$ cat src/rtl/param_acc_cpu_pkg.sv
// Shared opcode and controller-state encodings for the parametrised accumulator CPU.
// Instruction word layout is {opcode[3:0], operand[DATA_W-1:0]}.
package param_acc_cpu_pkg;

  localparam logic [3:0] OP_NOP  = 4'h0;
  localparam logic [3:0] OP_LDI  = 4'h1;
  localparam logic [3:0] OP_LDX  = 4'h2;
  localparam logic [3:0] OP_ADD  = 4'h3;
  localparam logic [3:0] OP_ADDX = 4'h4;
  localparam logic [3:0] OP_SUB  = 4'h5;
  localparam logic [3:0] OP_AND  = 4'h6;
  localparam logic [3:0] OP_OR   = 4'h7;
  localparam logic [3:0] OP_XOR  = 4'h8;
  localparam logic [3:0] OP_JMP  = 4'h9;
  localparam logic [3:0] OP_JZ   = 4'hA;
  localparam logic [3:0] OP_JC   = 4'hB;
  localparam logic [3:0] OP_OUT  = 4'hC;
  localparam logic [3:0] OP_SHL  = 4'hD;
  localparam logic [3:0] OP_HLT  = 4'hE;
  localparam logic [3:0] OP_RSV  = 4'hF;

  typedef enum logic [1:0] {
    ST_LOAD = 2'd0,
    ST_IDLE = 2'd1,
    ST_RUN  = 2'd2,
    ST_HALT = 2'd3
  } state_t;

endpackage

$ cat src/rtl/acc_alu.sv
// Combinational ALU: computes the new accumulator value and flags for one opcode.
// carry/overflow/zero are only meaningful when acc_we is high; otherwise flags hold.
module acc_alu
  import param_acc_cpu_pkg::*;
#(
  parameter int DATA_W = 8
) (
  input  logic [DATA_W-1:0] acc,
  input  logic [DATA_W-1:0] operand,
  input  logic [3:0]        opcode,
  output logic [DATA_W-1:0] result,
  output logic              carry,
  output logic              overflow,
  output logic              zero,
  output logic              acc_we
);

  logic [DATA_W:0] sum;
  logic [DATA_W:0] diff;

  assign sum  = {1'b0, acc} + {1'b0, operand};
  // Bit DATA_W of the extended difference is the unsigned borrow.
  assign diff = {1'b0, acc} - {1'b0, operand};

  always_comb begin
    result   = acc;
    carry    = 1'b0;
    overflow = 1'b0;
    acc_we   = 1'b0;
    case (opcode)
      OP_LDI, OP_LDX: begin
        result = operand;
        acc_we = 1'b1;
      end
      OP_ADD, OP_ADDX: begin
        result   = sum[DATA_W-1:0];
        carry    = sum[DATA_W];
        overflow = (acc[DATA_W-1] == operand[DATA_W-1]) && (sum[DATA_W-1] != acc[DATA_W-1]);
        acc_we   = 1'b1;
      end
      OP_SUB: begin
        result   = diff[DATA_W-1:0];
        carry    = diff[DATA_W];
        overflow = (acc[DATA_W-1] != operand[DATA_W-1]) && (diff[DATA_W-1] != acc[DATA_W-1]);
        acc_we   = 1'b1;
      end
      OP_AND: begin
        result = acc & operand;
        acc_we = 1'b1;
      end
      OP_OR: begin
        result = acc | operand;
        acc_we = 1'b1;
      end
      OP_XOR: begin
        result = acc ^ operand;
        acc_we = 1'b1;
      end
      OP_SHL: begin
        result = {acc[DATA_W-2:0], 1'b0};
        carry  = acc[DATA_W-1];
        acc_we = 1'b1;
      end
      OP_NOP, OP_RSV, OP_JMP, OP_JZ, OP_JC, OP_OUT, OP_HLT: ;
      default: ;
    endcase
    zero = (result == '0);
  end

endmodule

$ cat src/rtl/param_acc_cpu.sv
// Accumulator CPU top: program-load handshake, program store, pc and LOAD/IDLE/RUN/HALT control.
// One instruction per cycle in RUN; fetch is combinational from the store at pc.
module param_acc_cpu
  import param_acc_cpu_pkg::*;
#(
  parameter  int DATA_W     = 8,
  parameter  int PROG_DEPTH = 16,
  localparam int PC_W       = $clog2(PROG_DEPTH),
  localparam int INSTR_W    = 4 + DATA_W
) (
  input  logic               clk,
  input  logic               rst,
  input  logic               prog_valid,
  output logic               prog_ready,
  input  logic [INSTR_W-1:0] prog_data,
  input  logic               prog_last,
  input  logic               start,
  input  logic [DATA_W-1:0]  ext_in,
  output logic [DATA_W-1:0]  acc_out,
  output logic [DATA_W-1:0]  out_data,
  output logic               out_valid,
  output logic               carry,
  output logic               zero,
  output logic               overflow,
  output logic [PC_W-1:0]    pc_out,
  output logic [1:0]         state_out
);

  state_t              state_reg, state_next;
  logic [PC_W-1:0]     pc_reg, pc_next, laddr_reg;
  logic [DATA_W-1:0]   acc_reg, out_data_reg;
  logic                out_valid_reg, carry_reg, zero_reg, overflow_reg;
  logic [INSTR_W-1:0]  mem [PROG_DEPTH];

  logic [INSTR_W-1:0]  instr;
  logic [3:0]          opcode;
  logic [DATA_W-1:0]   imm, alu_operand, alu_result;
  logic                alu_carry, alu_overflow, alu_zero, alu_we;
  logic                load_fire, run_start;

  assign instr       = mem[pc_reg];
  assign opcode      = instr[INSTR_W-1 -: 4];
  assign imm         = instr[DATA_W-1:0];
  assign alu_operand = (opcode == OP_LDX || opcode == OP_ADDX) ? ext_in : imm;
  assign load_fire   = (state_reg == ST_LOAD) && prog_valid;
  assign run_start   = ((state_reg == ST_IDLE) || (state_reg == ST_HALT)) && start;

  acc_alu #(.DATA_W(DATA_W)) u_alu (
    .acc      (acc_reg),
    .operand  (alu_operand),
    .opcode   (opcode),
    .result   (alu_result),
    .carry    (alu_carry),
    .overflow (alu_overflow),
    .zero     (alu_zero),
    .acc_we   (alu_we)
  );

  // Store is wiped to NOP on reset so a short reload never runs stale code.
  always_ff @(posedge clk) begin
    if (rst) begin
      for (int i = 0; i < PROG_DEPTH; i++) mem[i] <= '0;
    end else if (load_fire) begin
      mem[laddr_reg] <= prog_data;
    end
  end

  always_ff @(posedge clk) begin
    if (rst) state_reg <= ST_LOAD;
    else     state_reg <= state_next;
  end

  always_comb begin
    state_next = state_reg;
    case (state_reg)
      ST_LOAD: if (load_fire && (prog_last || laddr_reg == PC_W'(PROG_DEPTH - 1))) state_next = ST_IDLE;
      ST_IDLE, ST_HALT: if (start) state_next = ST_RUN;
      ST_RUN: if (opcode == OP_HLT) state_next = ST_HALT;
      default: state_next = ST_LOAD;
    endcase
  end

  // Conditional jumps test the flags as they stood before this instruction.
  always_comb begin
    pc_next = pc_reg + PC_W'(1);
    case (opcode)
      OP_JMP: pc_next = imm[PC_W-1:0];
      OP_JZ:  if (zero_reg)  pc_next = imm[PC_W-1:0];
      OP_JC:  if (carry_reg) pc_next = imm[PC_W-1:0];
      OP_HLT: pc_next = pc_reg;
      default: ;
    endcase
  end

  always_ff @(posedge clk) begin
    if (rst) begin
      pc_reg        <= '0;
      laddr_reg     <= '0;
      acc_reg       <= '0;
      out_data_reg  <= '0;
      out_valid_reg <= 1'b0;
      carry_reg     <= 1'b0;
      overflow_reg  <= 1'b0;
      zero_reg      <= 1'b1;
    end else begin
      out_valid_reg <= 1'b0;
      if (load_fire) laddr_reg <= laddr_reg + PC_W'(1);
      if (run_start) begin
        pc_reg       <= '0;
        acc_reg      <= '0;
        carry_reg    <= 1'b0;
        overflow_reg <= 1'b0;
        zero_reg     <= 1'b1;
      end else if (state_reg == ST_RUN) begin
        pc_reg <= pc_next;
        if (alu_we) begin
          acc_reg      <= alu_result;
          carry_reg    <= alu_carry;
          overflow_reg <= alu_overflow;
          zero_reg     <= alu_zero;
        end
        if (opcode == OP_OUT) begin
          out_data_reg  <= acc_reg;
          out_valid_reg <= 1'b1;
        end
      end
    end
  end

  assign prog_ready = (state_reg == ST_LOAD);
  assign acc_out    = acc_reg;
  assign out_data   = out_data_reg;
  assign out_valid  = out_valid_reg;
  assign carry      = carry_reg;
  assign zero       = zero_reg;
  assign overflow   = overflow_reg;
  assign pc_out     = pc_reg;
  assign state_out  = state_reg;

endmodule

$ cat config.mk
export PLATFORM = sky130hd
export DESIGN_NAME = param_acc_cpu
export DESIGN_NICKNAME = d
export VERILOG_FILES = /design/src/rtl/param_acc_cpu_pkg.sv /design/src/rtl/acc_alu.sv /design/src/rtl/param_acc_cpu.sv
export SDC_FILE = /design/constraint.sdc
export NUM_CORES = 1
export LEC_CHECK = 0
export CORE_ASPECT_RATIO = 0.75
export CORE_MARGIN = 10
export CORE_UTILIZATION = 55
export CTS_BUF_LIST = sky130_fd_sc_hd__clkbuf_2
export CTS_CLUSTER_SIZE = 8
export DETAILED_ROUTE_END_ITERATION = 10
export MAX_ROUTING_LAYER = met4
export PLACE_DENSITY_LB_ADDON = 0.25
export SYNTH_ARGS = -nofsm -noshare
export SYNTH_HDL_FRONTEND = slang
export SYNTH_SLANG_ARGS = --single-unit
$ cat constraint.sdc
create_clock -name clk -period 10.8 [get_ports clk]
set_input_delay 1.08 -clock clk [delete_from_list [all_inputs] [get_ports clk]]
set_output_delay 1.08 -clock clk [all_outputs]
set_load 0.03 [all_outputs]
; Yosys cells after proc, flatten, opt, wreduce, memory -nomap -nowiden
; Memories as Yosys holds them, arrays and structs flattened. A register that Yosys moved wholly into a read port is not among the register bits.
; Cells that the tools add are included.
[classes]
add_sub_neg = 4
eq_ne = 25
multipliers = 0
n_reduce_logical = 21
shifts = 0
n_lt_le_gt_ge = 0
div_mod_pow = 0
n_bitwise = 6
muxes = 23
[op_table]
columns = cell, n
row1 = one-hot mux 8 bit (7 select lines), 1
row2 = equality test 4 bit (second input constant), 8
row3 = two-way mux 4 bit, 5
row4 = equality test 4 x 3 -> 1 bit (second input constant), 4
row5 = one-hot mux 4 bit (4 select lines), 1
row6 = two-way mux 12 bit, 1
row7 = OR reduction 12 bit, 1
row8 = adder 8 x 8 -> 9 bit, 1
row9 = OR reduction 9 bit, 1
row10 = subtractor 8 x 8 -> 9 bit, 1
row11 = adder 4 x 1 -> 4 bit (second input constant), 2
row12 = AND 8 bit, 1
row13 = equality test 4 x 2 -> 1 bit (second input constant), 2
row14 = zero test 8 bit, 1
row15 = two-way mux 1 bit, 8
row16 = two-way mux 8 bit, 1
row17 = OR 8 bit, 1
row18 = OR reduction 2 bit, 4
row19 = bitwise XOR 8 bit, 1
row20 = two-way mux 2 bit, 3
row21 = one-hot mux 2 bit (3 select lines), 1
row22 = AND reduction 3 bit, 2
row23 = logical AND 1 bit, 5
row24 = equality test 2 bit (second input constant), 2
row25 = other kinds (13), 21
[totals]
ff_bits = 30
mem_bits_ro = 0
input_bits = 25
output_inout_bits = 27
n_memories = 1
ram_bits = 192
wordCells = 89
latch_bits = 0
[memory_table]
columns = memory, depth, word_bits, rd, rd_clocked_by_memory_dff, wr, line
row1 = mem, 16, 12, 1, 1, 16, param_acc_cpu.sv:33  ; logic [INSTR_W-1:0] mem [PROG_DEPTH];

; Longest topological paths before layout
[logic_depth]
word_depth = 7
depth_mapped = 22

; Hierarchy
; A second synthesis with hierarchy kept.
[hier_totals]
hier_cells = 949
hier_area_um2 = 11910.2
[modules_own_cells]
columns = mod, cells_each, area_each_um2, instances
row1 = param_acc_cpu, 734, 10423.7, 1
row2 = acc_alu, 215, 1486.4, 1

; Least setup slack after synthesis
; No wires, ideal clock.
[synth_timing]
path_kind = register -> register
start = reg (tool-made name)
end = reg zero_reg, in the netlist zero
t_required_ns = 10.731
setup_ns = 0.069
arrival_time_ns = 4.468
stages_incl_launch_ff = 21
path_slack_ns = 6.263
period_less_slack_ns = 4.537
cell_sequence = dfxtp_1 -> buf_6 -> buf_8 -> buf_2 -> buf_2 -> mux4_2 -> a22oi_1 -> nand2_1 -> mux2_4 -> inv_1 -> ha_1 -> o21ba_2 -> o311ai_0 -> a21oi_1 -> xnor2_1 -> mux2i_1 -> a22o_1 -> a22o_1 -> a2111oi_1 -> nand4_1 -> o21ai_1
[synth_rtl]
columns = element, line
row1 = "end signal, assigned", param_acc_cpu.sv:120  ; zero_reg <= alu_zero;
row2 = "end, declared", param_acc_cpu.sv:32  ; logic out_valid_reg, carry_reg, zero_reg, overflow_reg;

==> key figures <==
Status
  • Status: complete, no violations

Power
  • Combinational share of power: 22.2%
  • Sw frac: 32.5%
  • Total chip power: 2.03 mW
  • Peak supply drop: roughly 110 uV
  • Flop pwr share: 49.5%
  • Leak: 4.75 nW
  • Total internal power: about 1.4 mW
  • Net Sw Power: ~660 uW
  • PwrDens: roughly 160 nW/um^2
  • Part of the power in the clock network: 28.4%

Timing
  • Period utilization: 54.9%
  • RSZ-0062 raised after global routing: no
  • Final Hold Fails: 0
  • Max transition margin: 33.0%
  • Fmax: 0.169 GHz
  • Layout Skew: about 0.048 ns
  • Least-Margin Pin Slew: 1.00 ns
  • Count of final setup violators: 0
  • Max-slew violations: 0
  • Final min period: 5.93 ns
  • Final TNS setup: 0 ns

Synth
  • Count of different cell masters after synthesis: 68
  • Asr flop ratio synth: 0%
  • Sequential fraction of the synthesis area: a little over half
  • Area contributors post-synth: edfxtp_1 (49%), and2_1 (11%), mux4_2 (9.0%)
  • Synth Area per Inst: 12.4 sq um
  • Synth warnings: 0
  • EDFF count, synth: between 150 and 200
  • Share of the synthesized area in the top cell type: 48.8%
  • Area leader, netlist: edfxtp_1
  • Synthesized Nets: between 1000 and 1500
  • Yosys reg bits: 226
  • Post-Synthesis Cells: 955
  • Top FF cell, synth: edfxtp_1
  • Syn Std Cell Area: 11800 sq um

Clock network
  • Clk sinks: 226
  • Maximum clock insertion buffer count: 3
  • Total CTS buffers: 55
  • CTS tree: built
  • PostCTS Resize Cnt: 0
  • Clk slew on worst S/H paths: 0.11 ns
  • H-tree levels: 2
  • Post-CTS Hold Buffers: 0
  • CTS root buffer: clkbuf_2
  • Worst-Skew Late Latency: 0.84 ns
  • Setup Buffers After CTS: 0

Die
  • Boundary pin count: 52
  • Die height: around 150 microns
  • Die width: 189 microns
  • Die area: 27800 sq um
  • Core footprint: 21100 sq um
  • Starting density of the core: 55.9%
  • # rows: 46

Detailed routing
  • DR vias: roughly 7900
  • Max layer used: met4
  • Wire length on met3: between 3000 and 4000 microns
  • DRT iter0 DRCs: around 840
  • WL/cell: 23.5 microns
  • 1st-pass router iterations: 5
  • Routed WL: approximately 31000 microns
  • DR vias/cell: 5.91
  • DRC: 0
  • Antenna Violating Nets Remaining: 0
  • Met2 Routed Length: 13400 microns
  • Met1 WL: 14300 microns

Finish
  • Area grow syn2layout: 9.58%
  • Number of flip-flops in the largest register: 192
  • Share of layout cells above drive strength 1: 17.3%
  • Most common cell after layout, fill and taps aside: and2_1
  • Commonest cells after routing, fill and taps aside: and2_1 (199), edfxtp_1 (192), clkbuf_2 (76), nor2_1 (70), clkdlybuf4s50_1 (51)
  • Nets@finish: 1062

Min path
  • Worst min path class: flop to flop

Placement
  • GPL Wtd Cong: 0.993
  • HPWL after DPL: approximately 21000 microns
  • IO Port Bufs: 51

Global route
  • Vias in the first global route: roughly 7800
  • Initial antenna violation count: 1
  • Tot GR Track Use: between 20% and 30%
  • Global route overflow: 0
  • First-pass GRT wire length: 48000 microns
  • Pin count of the biggest net entering global routing: 54

Critical path
  • Crit path largest cell delay: between 0.6 and 0.7 ns
  • Worst EP required: 11.54 ns
  • Worst-path fanout max: 53
  • Startpoint Class: flop
  • Critical path class: flop to flop
  • CP Data Arrival Time: 6.67 ns
  • Crit path max-delay cell type: o221ai_4
  • Critical Path Sink Type: flop
  • CP most frequent cell: a22o_1
  • CP cell instances: buf_4 -> mux4_2 -> mux2_2 -> o221ai_4 -> xnor2_2 -> nand3_4 -> mux2_4 -> inv_1 -> ha_1 -> o21ba_2 -> o311ai_0 -> a21oi_1 -> xnor2_1 -> mux2i_1 -> a22o_1 -> a22o_1 -> a2111oi_1 -> nand4_1 -> o21ai_1

Run
  • Max_cap viols: 0
[power groups by stage]
stage	sequential (mW)	combinational (mW)	clock [mW]
3_5_place_dp	1.02	0.437	0
5_1_grt	1.01	0.485	0.634
4_1_cts	1.00	0.439	0.584
2_1_floorplan	1.01	0.318	0
6_report	1.00	0.449	0.574
3_3_place_gp	1.02	0.437	0
[logic make-up (layout without fill, tap and decap cells)]
kind of cell | count (synthesis) | after routing | synth area share, %
other | 0 | 1 | 0
adder cells (fa/ha/maj) | 31 | 31 | 3.41
XOR/XNOR | 12 | 12 | 0.954
multiplexers | 70 | 70 | 11.3
buffers and inverters | 91 | 184 | 3.47
AO/OA/AOI/OAI | 137 | 137 | 8.25
AND/OR/NAND/NOR | 388 | 388 | 18.0
flip-flops | 226 | 226 | 54.6
[area by class of cell]
type,instances,area [sq um]
Antenna cell,1,2.50
Clock inverter,23,121
Timing Repair Buffer,58,563
Multi-Input combinational cell,638,4960
Clock buffer,76,380
Inverter,27,101
Fill cell,1711,8180
Tap cell,288,360
Sequential cell,226,6450
[metal layers]
| layer | vias up | track usage [%] |
|---|---|---|
| met5 | - | - |
| met4 | 0 | 5.58 |
| met3 | 37 | 6.05 |
| met2 | 372 | 32.1 |
| met1 | 3893 | 33.9 |
| li1 | 3603 | - |
[Yosys cell counts, drive strengths merged (2+ instances only)]
cell	n
a32o	2
nand4	3
mux2i	9
mux4	48
a21o	6
and3	4
o21bai	4
a211oi	12
o211ai	6
a22oi	13
mux2	13
o31ai	5
a21oi	41
nand2b	8
nor3	9
edfxtp	192
or3	3
nand2	45
buf	20
nor4	3
nand3	15
inv	27
a2111oi	2
a221oi	3
ha	29
a22o	4
nor2	72
clkbuf	44
xnor2	10
o22ai	7
o21ai	13
xor2	2
or2	19
nor2b	6
o221ai	3
a31oi	5
dfxtp	34
and2	201
fa	2
a2bb2oi	2
[worst max-delay path, delay by kind of cell (launching register included)]
family	cells	cell delay, ns
XOR/XNOR	2	0.38
buffers and inverters	2	0.66
AO/OA/AOI/OAI	8	2.38
adder cells (fa/ha/maj)	1	0.26
flip-flops	1	0.33
AND/OR/NAND/NOR	2	0.35
multiplexers	4	1.42
[final timing paths]
path / startpoint / endpoint / slack (ns) / cells after the start
worst max-delay path: flop / zero / 4.87 / 19
worst min-delay path: out_data[7] / out_data[7] / 0.51 / 2
worst max register to register: flop / zero / 4.87 / 19
worst min register to register: out_data[7] / out_data[7] / 0.51 / 2
[stage by stage]
stage	worst slack [ns]	instance area [sq um]	cells	utilization [%]	hold WS (ns)
after floorplan	6.26	11800	955	-	0.482
after global placement	5.13	12400	1237	58.9	0.472
after detailed placement	4.95	12400	1237	58.9	0.478
after CTS	4.88	12900	1336	61.3	0.504
after global routing	4.43	12900	1337	61.3	0.540
final	4.87	12900	1337	61.3	0.505
No activity file was read; power rests on OpenSTA's default activity.
